`src/rtl/riscv_pkg.sv`:
```
`default_nettype none
// ============================================================================
// Module      : riscv_pkg
// Description : Shared definitions for the pipelined RV32I core. This package
//               holds the datapath widths, the 4-bit ALU opcode encodings, and
//               the packed ID/EX pipeline register layout. It also provides a
//               helper that recognises shift opcodes.
// Revision    : 1.0 - initial release
// ============================================================================
package riscv_pkg;

    localparam int XLEN       = 32;
    localparam int REG_ADDR_W = 5;

    // ALU opcode encodings; bit 3 selects the "alternate" variant (sub/sra)
    localparam logic [3:0] c_ALU_ADD  = 4'b0000;
    localparam logic [3:0] c_ALU_SUB  = 4'b1000;
    localparam logic [3:0] c_ALU_SLL  = 4'b0001;
    localparam logic [3:0] c_ALU_SLT  = 4'b0010;
    localparam logic [3:0] c_ALU_SLTU = 4'b0011;
    localparam logic [3:0] c_ALU_XOR  = 4'b0100;
    localparam logic [3:0] c_ALU_SRL  = 4'b0101;
    localparam logic [3:0] c_ALU_SRA  = 4'b1101;
    localparam logic [3:0] c_ALU_OR   = 4'b0110;
    localparam logic [3:0] c_ALU_AND  = 4'b0111;
    localparam logic [3:0] c_ALU_EQ   = 4'b1001;
    localparam logic [3:0] c_ALU_LUI  = 4'b1111;

    // Registered ID/EX fields
    typedef struct packed {
        logic                  valid;
        logic [XLEN-1:0]       pc;
        logic [XLEN-1:0]       rs1_data;
        logic [XLEN-1:0]       rs2_data;
        logic [XLEN-1:0]       imm;
        logic [REG_ADDR_W-1:0] rs1;
        logic [REG_ADDR_W-1:0] rs2;
        logic [REG_ADDR_W-1:0] rd;
        logic [3:0]            alu_op;
        logic                  use_imm;
        logic                  use_pc;
        logic                  reg_write;
        logic                  mem_read;
        logic                  mem_write;
        logic                  branch;
    } idex_t;

    function automatic logic is_shift_op(input logic [3:0] op);
        return (op == c_ALU_SLL) || (op == c_ALU_SRL) || (op == c_ALU_SRA);
    endfunction

endpackage
`default_nettype wire

```
`src/rtl/fwd_mux.sv`:
```
`default_nettype none
// ============================================================================
// Module      : fwd_mux
// Description : Two-source priority forward select for a single source
//               operand. The EX/MEM result takes precedence over the MEM/WB
//               result, because EX/MEM holds the younger producer. When
//               neither stage matches, the register-file value passes through.
//               Register x0 is never forwarded.
// Ports       : i_rs                   source register index
//               i_rf_data              register-file value captured in ID
//               i_exmem_reg_write/rd/result   EX/MEM producer
//               i_memwb_reg_write/rd/result   MEM/WB producer
//               o_data                 resolved operand
// Revision    : 1.0 - initial release
// ============================================================================
module fwd_mux #(
    parameter int XLEN       = 32,
    parameter int REG_ADDR_W = 5
) (
    input  logic [REG_ADDR_W-1:0] i_rs,
    input  logic [XLEN-1:0]       i_rf_data,
    input  logic                  i_exmem_reg_write,
    input  logic [REG_ADDR_W-1:0] i_exmem_rd,
    input  logic [XLEN-1:0]       i_exmem_result,
    input  logic                  i_memwb_reg_write,
    input  logic [REG_ADDR_W-1:0] i_memwb_rd,
    input  logic [XLEN-1:0]       i_memwb_result,
    output logic [XLEN-1:0]       o_data
);

    logic w_hit_exmem;
    logic w_hit_memwb;

    assign w_hit_exmem = i_exmem_reg_write && (i_exmem_rd != '0) && (i_exmem_rd == i_rs);
    assign w_hit_memwb = i_memwb_reg_write && (i_memwb_rd != '0) && (i_memwb_rd == i_rs);

    always_comb begin
        o_data = i_rf_data;
        if (w_hit_exmem) begin
            o_data = i_exmem_result;
        end else if (w_hit_memwb) begin
            o_data = i_memwb_result;
        end
    end

endmodule
`default_nettype wire

```
`src/rtl/idex_operand_stage.sv`:
```
`default_nettype none
// ============================================================================
// Module      : idex_operand_stage
// Description : ID/EX pipeline register with EX-side operand forwarding and
//               load-use hazard detection. Its outputs drive the ALU opcode,
//               both ALU operands, the forwarded store data, and the gated
//               control bits for EX/MEM.
// Ports       : clk, rst_n (async, active-low)
//               id_*             decoded instruction fields from ID
//               exmem_*/memwb_*  forwarding sources
//               hold             freeze the register
//               flush            kill the register contents
//               load_use_stall   ID/IF must hold this cycle
//               ex_valid, alu_op, alu_op1, alu_op2, ex_store_data, ex_rd,
//               ex_reg_write, ex_mem_read, ex_mem_write, ex_branch
// Revision    : 1.0 - initial release
// ============================================================================
module idex_operand_stage #(
    parameter int XLEN       = 32,
    parameter int REG_ADDR_W = 5
) (
    input  logic                  clk,
    input  logic                  rst_n,
    input  logic                  id_valid,
    input  logic [XLEN-1:0]       id_pc,
    input  logic [XLEN-1:0]       id_rs1_data,
    input  logic [XLEN-1:0]       id_rs2_data,
    input  logic [XLEN-1:0]       id_imm,
    input  logic [REG_ADDR_W-1:0] id_rs1,
    input  logic [REG_ADDR_W-1:0] id_rs2,
    input  logic [REG_ADDR_W-1:0] id_rd,
    input  logic [3:0]            id_alu_op,
    input  logic                  id_use_imm,
    input  logic                  id_use_pc,
    input  logic                  id_reg_write,
    input  logic                  id_mem_read,
    input  logic                  id_mem_write,
    input  logic                  id_branch,
    input  logic                  exmem_reg_write,
    input  logic [REG_ADDR_W-1:0] exmem_rd,
    input  logic [XLEN-1:0]       exmem_result,
    input  logic                  memwb_reg_write,
    input  logic [REG_ADDR_W-1:0] memwb_rd,
    input  logic [XLEN-1:0]       memwb_result,
    input  logic                  hold,
    input  logic                  flush,
    output logic                  load_use_stall,
    output logic                  ex_valid,
    output logic [3:0]            alu_op,
    output logic [XLEN-1:0]       alu_op1,
    output logic [XLEN-1:0]       alu_op2,
    output logic [XLEN-1:0]       ex_store_data,
    output logic [REG_ADDR_W-1:0] ex_rd,
    output logic                  ex_reg_write,
    output logic                  ex_mem_read,
    output logic                  ex_mem_write,
    output logic                  ex_branch
);

    import riscv_pkg::*;

    idex_t           r_idex;
    idex_t           w_id_fields;
    logic [XLEN-1:0] w_fwd_rs1;
    logic [XLEN-1:0] w_fwd_rs2;
    logic [XLEN-1:0] w_imm_eff;

    always_comb begin
        w_id_fields           = '0;
        w_id_fields.valid     = id_valid;
        w_id_fields.pc        = id_pc;
        w_id_fields.rs1_data  = id_rs1_data;
        w_id_fields.rs2_data  = id_rs2_data;
        w_id_fields.imm       = id_imm;
        w_id_fields.rs1       = id_rs1;
        w_id_fields.rs2       = id_rs2;
        w_id_fields.rd        = id_rd;
        w_id_fields.alu_op    = id_alu_op;
        w_id_fields.use_imm   = id_use_imm;
        w_id_fields.use_pc    = id_use_pc;
        w_id_fields.reg_write = id_reg_write;
        w_id_fields.mem_read  = id_mem_read;
        w_id_fields.mem_write = id_mem_write;
        w_id_fields.branch    = id_branch;
    end

    // A load that is about to be flushed cannot create a hazard.
    assign load_use_stall = !flush && id_valid && r_idex.valid && r_idex.mem_read
                            && (r_idex.rd != '0)
                            && ((r_idex.rd == id_rs1) || (r_idex.rd == id_rs2));

    // Flush and bubble clear only valid and control; data fields are left
    // alone because the gated controls make them harmless.
    always_ff @(posedge clk or negedge rst_n) begin
        if (!rst_n) begin
            r_idex <= '0;
        end else if (flush || (!hold && load_use_stall)) begin
            r_idex.valid     <= 1'b0;
            r_idex.reg_write <= 1'b0;
            r_idex.mem_read  <= 1'b0;
            r_idex.mem_write <= 1'b0;
            r_idex.branch    <= 1'b0;
        end else if (!hold) begin
            r_idex <= w_id_fields;
        end
    end

    fwd_mux #(.XLEN(XLEN), .REG_ADDR_W(REG_ADDR_W)) u_fwd_rs1 (
        .i_rs              (r_idex.rs1),
        .i_rf_data         (r_idex.rs1_data),
        .i_exmem_reg_write (exmem_reg_write),
        .i_exmem_rd        (exmem_rd),
        .i_exmem_result    (exmem_result),
        .i_memwb_reg_write (memwb_reg_write),
        .i_memwb_rd        (memwb_rd),
        .i_memwb_result    (memwb_result),
        .o_data            (w_fwd_rs1)
    );

    fwd_mux #(.XLEN(XLEN), .REG_ADDR_W(REG_ADDR_W)) u_fwd_rs2 (
        .i_rs              (r_idex.rs2),
        .i_rf_data         (r_idex.rs2_data),
        .i_exmem_reg_write (exmem_reg_write),
        .i_exmem_rd        (exmem_rd),
        .i_exmem_result    (exmem_result),
        .i_memwb_reg_write (memwb_reg_write),
        .i_memwb_rd        (memwb_rd),
        .i_memwb_result    (memwb_result),
        .o_data            (w_fwd_rs2)
    );

    // Shift immediates carry funct7 in imm[11:5] (srai); only the shamt is kept.
    assign w_imm_eff = is_shift_op(r_idex.alu_op) ? {{(XLEN-5){1'b0}}, r_idex.imm[4:0]}
                                                  : r_idex.imm;

    assign ex_valid      = r_idex.valid;
    assign alu_op        = r_idex.alu_op;
    assign alu_op1       = r_idex.use_pc  ? r_idex.pc : w_fwd_rs1;
    assign alu_op2       = r_idex.use_imm ? w_imm_eff : w_fwd_rs2;
    assign ex_store_data = w_fwd_rs2;
    assign ex_rd         = r_idex.rd;
    assign ex_reg_write  = r_idex.valid & r_idex.reg_write;
    assign ex_mem_read   = r_idex.valid & r_idex.mem_read;
    assign ex_mem_write  = r_idex.valid & r_idex.mem_write;
    assign ex_branch     = r_idex.valid & r_idex.branch;

endmodule
`default_nettype wire
```
`config.mk`:
```
export PLATFORM = sky130hd
export DESIGN_NAME = idex_operand_stage
export DESIGN_NICKNAME = d
export VERILOG_FILES = /design/src/rtl/riscv_pkg.sv /design/src/rtl/fwd_mux.sv /design/src/rtl/idex_operand_stage.sv
export SDC_FILE = /design/constraint.sdc
export NUM_CORES = 1
export LEC_CHECK = 0
export ABC_AREA = 1
export CAP_MARGIN = 20
export CORE_ASPECT_RATIO = 0.9
export CORE_MARGIN = 2
export CORE_UTILIZATION = 50
export CTS_CLUSTER_SIZE = 24
export DETAILED_ROUTE_END_ITERATION = 12
export MAX_ROUTING_LAYER = met4
export PLACE_DENSITY = 0.87
export SYNTH_ARGS = -nofsm -noshare
export SYNTH_HDL_FRONTEND = slang
export SYNTH_HIERARCHICAL = 1
export SYNTH_SLANG_ARGS = --single-unit
```
`constraint.sdc`:
```
create_clock -name clk -period 4.45 [get_ports clk]
set_clock_uncertainty 0.15 [all_clocks]
set_input_delay 0.89 -clock clk [delete_from_list [all_inputs] [get_ports clk]]
set_output_delay 0.89 -clock clk [all_outputs]
set_load 0.05 [all_outputs]
```
==> results.md <==
* Status: complete, no violations
* Syn Nets at 1703
* Final setup viols at 0
* Global placement routability congestion at 0.9903
* Area grow syn2layout at 36.75%
* Hold depth at 2
* Final core utilization at 69.69%
* Share of layout cells above drive strength 1 at 14.38%
* Resize count post-CTS at 0
* Worst R2R End: r_idex[67]
* H-tree depth at 4
* Crit Path Max Fanout at 21
* Avg WL per Cell at 18.78 um
* Post-layout minimum cycle time at 4.196 ns
* Maximum clock path buffer count at 2
* Post-Layout Cell Count at 2009
* Vias in the first global route at 10750
* # IOs at 345
* Slowest stage cell, crit path: clkdlybuf4s50_1
* Synth Instances at 1469
* Static leakage at 7.444 nW
* GRT overflow at 0
* Hold-fix buffers, CTS at 0
* Critical path arrival at 3.16 ns
* CP Cell Sequence: clkdlybuf4s50_1 -> inv_1 -> nand2_1 -> o21ai_2 -> nor2_8 -> buf_4 -> nand4_1 -> nand3_1 -> nand2_1 -> mux2_2 -> buf_4
* Critical path required time at 3.41 ns
* Initial DRT Pass Iterations at 6
* Fmax at 238.3 MHz
* Overall power at 0.005261 W
* Slew HR at 31.38%
* Core Area at 19990 sq um
* GRT Total Usage at 35.72%
* Clk sink count at 154
* R2R Path Start: ex_rd[0]
* CP startpoint: memwb_rd[0]
* Die height at 139.4 um
* Placement row count at 49
* RSZ-0062 raised after global routing: no
* Final instance area at 13930 sq um
* Worst slew pin tran at 1.029 ns
* DRC errors left at 0
* Final nets at 1974
* Largest net degree at the start of global routing at 155
* Final WL at 37720 um
* Clk slew on worst S/H paths at 0.07 ns
* Yosys cell types at 26
* Worst Setup Start Kind: input port
* PortBufs at 344
* Worst min-delay path class: register to register
* Critical path class: input port to output port
* Register bit count reported by yosys at 154
* Die W at 154.5 um
* Vias/cell at 5.613
* Post-CTS Setup Repair Bufs at 0
* Mapped Area at 10190 sq um
* Die area at 21530 sq um
* Setup crit end kind: output port
* CTS Buf Count at 17
* Initial antenna violation count at 1
* Sequential fraction of the synthesis area at 37.83%
* TritonCTS clock tree: yes
* DRT antenna net count at 0
* Final HPWL DP at 27040 um
* Crit path max-delay family: buffers and inverters
* Final Hold Vio Count at 0
* Tcrit/Tclk final at 94.28%
* Post-placement cell area at 13340 sq um
* Via count at 11280
* Starting DRT DRC Count at 976
* R2R cell count at 8
* Placed insts at 1976
* Mapped Avg Cell Area at 6.934 sq um
* Latest clock arrival within the worst-skew pair at 0.43 ns
* WP buf/inv at 4
* Peak VDD IR at 0.2486 mV
* Slowest stage delay, CP at 0.62 ns
* Setup Total Neg Slack at 0 ns
* Worst hold start: r_idex[136]
* Reg2reg setup slack at 1.90 ns
* Starting Density at 50.96%
* Pins Over Slew Limit at 0
* First-pass GRT wire length at 58350 um
* Root buf cell: clkbuf_16
* Yosys Warn Count at 6
* Max Cap Viol at 0
* Pwr per Cell Area at 377.7 nW/um^2
* Hold Path End: r_idex[136]
layer usage:
layer / GRT usage (%) / routed length, um / up-vias
li1: - / - / 5270
met1: 43.41 / 14390 / 5197
met2: 56.63 / 17690 / 677
met3: 8.440 / 3750 / 132
met4: 16.37 / 1893 / 0
met5: - / 0 / -
worst max-delay path by stage:
stage	to	cells after the start
2_1_floorplan	alu_op2[30]	8
3_3_place_gp	alu_op1[16]	11
3_5_place_dp	alu_op1[20]	12
4_1_cts	alu_op1[19]	12
5_1_grt	alu_op2[7]	11
6_report	alu_op1[19]	11
cells by family after synthesis:
family / count (synthesis) / synth area share [%]
compound gates: 40 / 2.285
flops: 154 / 37.83
simple gates: 910 / 41.64
mux: 37 / 4.090
buf+inv: 326 / 13.98
xor+xnor: 2 / 0.1720
cell type report:
| class | instances | area [sq um] |
|---|---|---|
| Antenna cell | 1 | 2.502 |
| Multi-Input combinational cell | 989 | 4943 |
| Clock inverter | 12 | 130.1 |
| Fill cell | 1662 | 6057 |
| Tap cell | 255 | 319.1 |
| Clock buffer | 20 | 456.7 |
| Sequential cell | 154 | 3855 |
| Inverter | 206 | 773.2 |
| Timing Repair Buffer | 372 | 3450 |
stage by stage:
step           hold slack [ns]  setup slack (ns)
2_1_floorplan           0.2864            0.2148
3_3_place_gp            0.2978            0.3531
3_5_place_dp            0.3054            0.3226
4_1_cts                 0.3216            0.2909
5_1_grt                 0.3394            0.1008
6_report                0.3191            0.2544
registers in the layout, indices dropped and copies added (netlist names):
register,count
ex_rd,5
ex_valid,1
r_idex,144
alu_op,4
synthesized netlist by cell type (all sizes together):
| cell type | n | share of area [%] |
|---|---|---|
| o22ai | 2 | 0.12 |
| o211ai | 1 | 0.12 |
| buf | 101 | 5.7 |
| nand3 | 252 | 13 |
| xnor2 | 2 | 0.17 |
| clkbuf | 19 | 0.70 |
| inv | 206 | 7.6 |
| a21oi | 4 | 0.34 |
| nand2 | 503 | 19 |
| mux2 | 37 | 4.1 |
| nand4 | 133 | 8.3 |
| o21ai | 33 | 1.7 |
| dfrtp | 154 | 38 |
| nor2 | 22 | 1.4 |
worst min-delay path, delay by kind of cell (launching register included):
| kind | cells | cell delay [ns] |
|---|---|---|
| DFF | 1 | 0.34 |
| and+or+nand+nor | 2 | 0.10 |
layout by cell type (no fill, tap or decap), drive strengths merged:
cell           synthesis  final
a21oi                  4      4
buf                  101    126
bufinv                 0      1
clkbuf                19     20
clkdlybuf4s50          0    246
clkinv                 0      4
clkinvlp               0      1
dfrtp                154    154
diode                  0      1
inv                  206    212
mux2                  37     37
nand2                503    503
nand3                252    252
nand4                133    133
nor2                  22     22
o211ai                 1      1
o21ai                 33     33
o22ai                  2      2
xnor2                  2      2
where the power goes:
group,total [W],internal (W),switching (W)
Combinational,0.00208,0.000712,0.00136
Clock,0.00147,0.000819,0.000655
Sequential,0.00171,0.00157,0.000141
Total,0.00526,0.00310,0.00216
(Power assumes the default switching activity.)
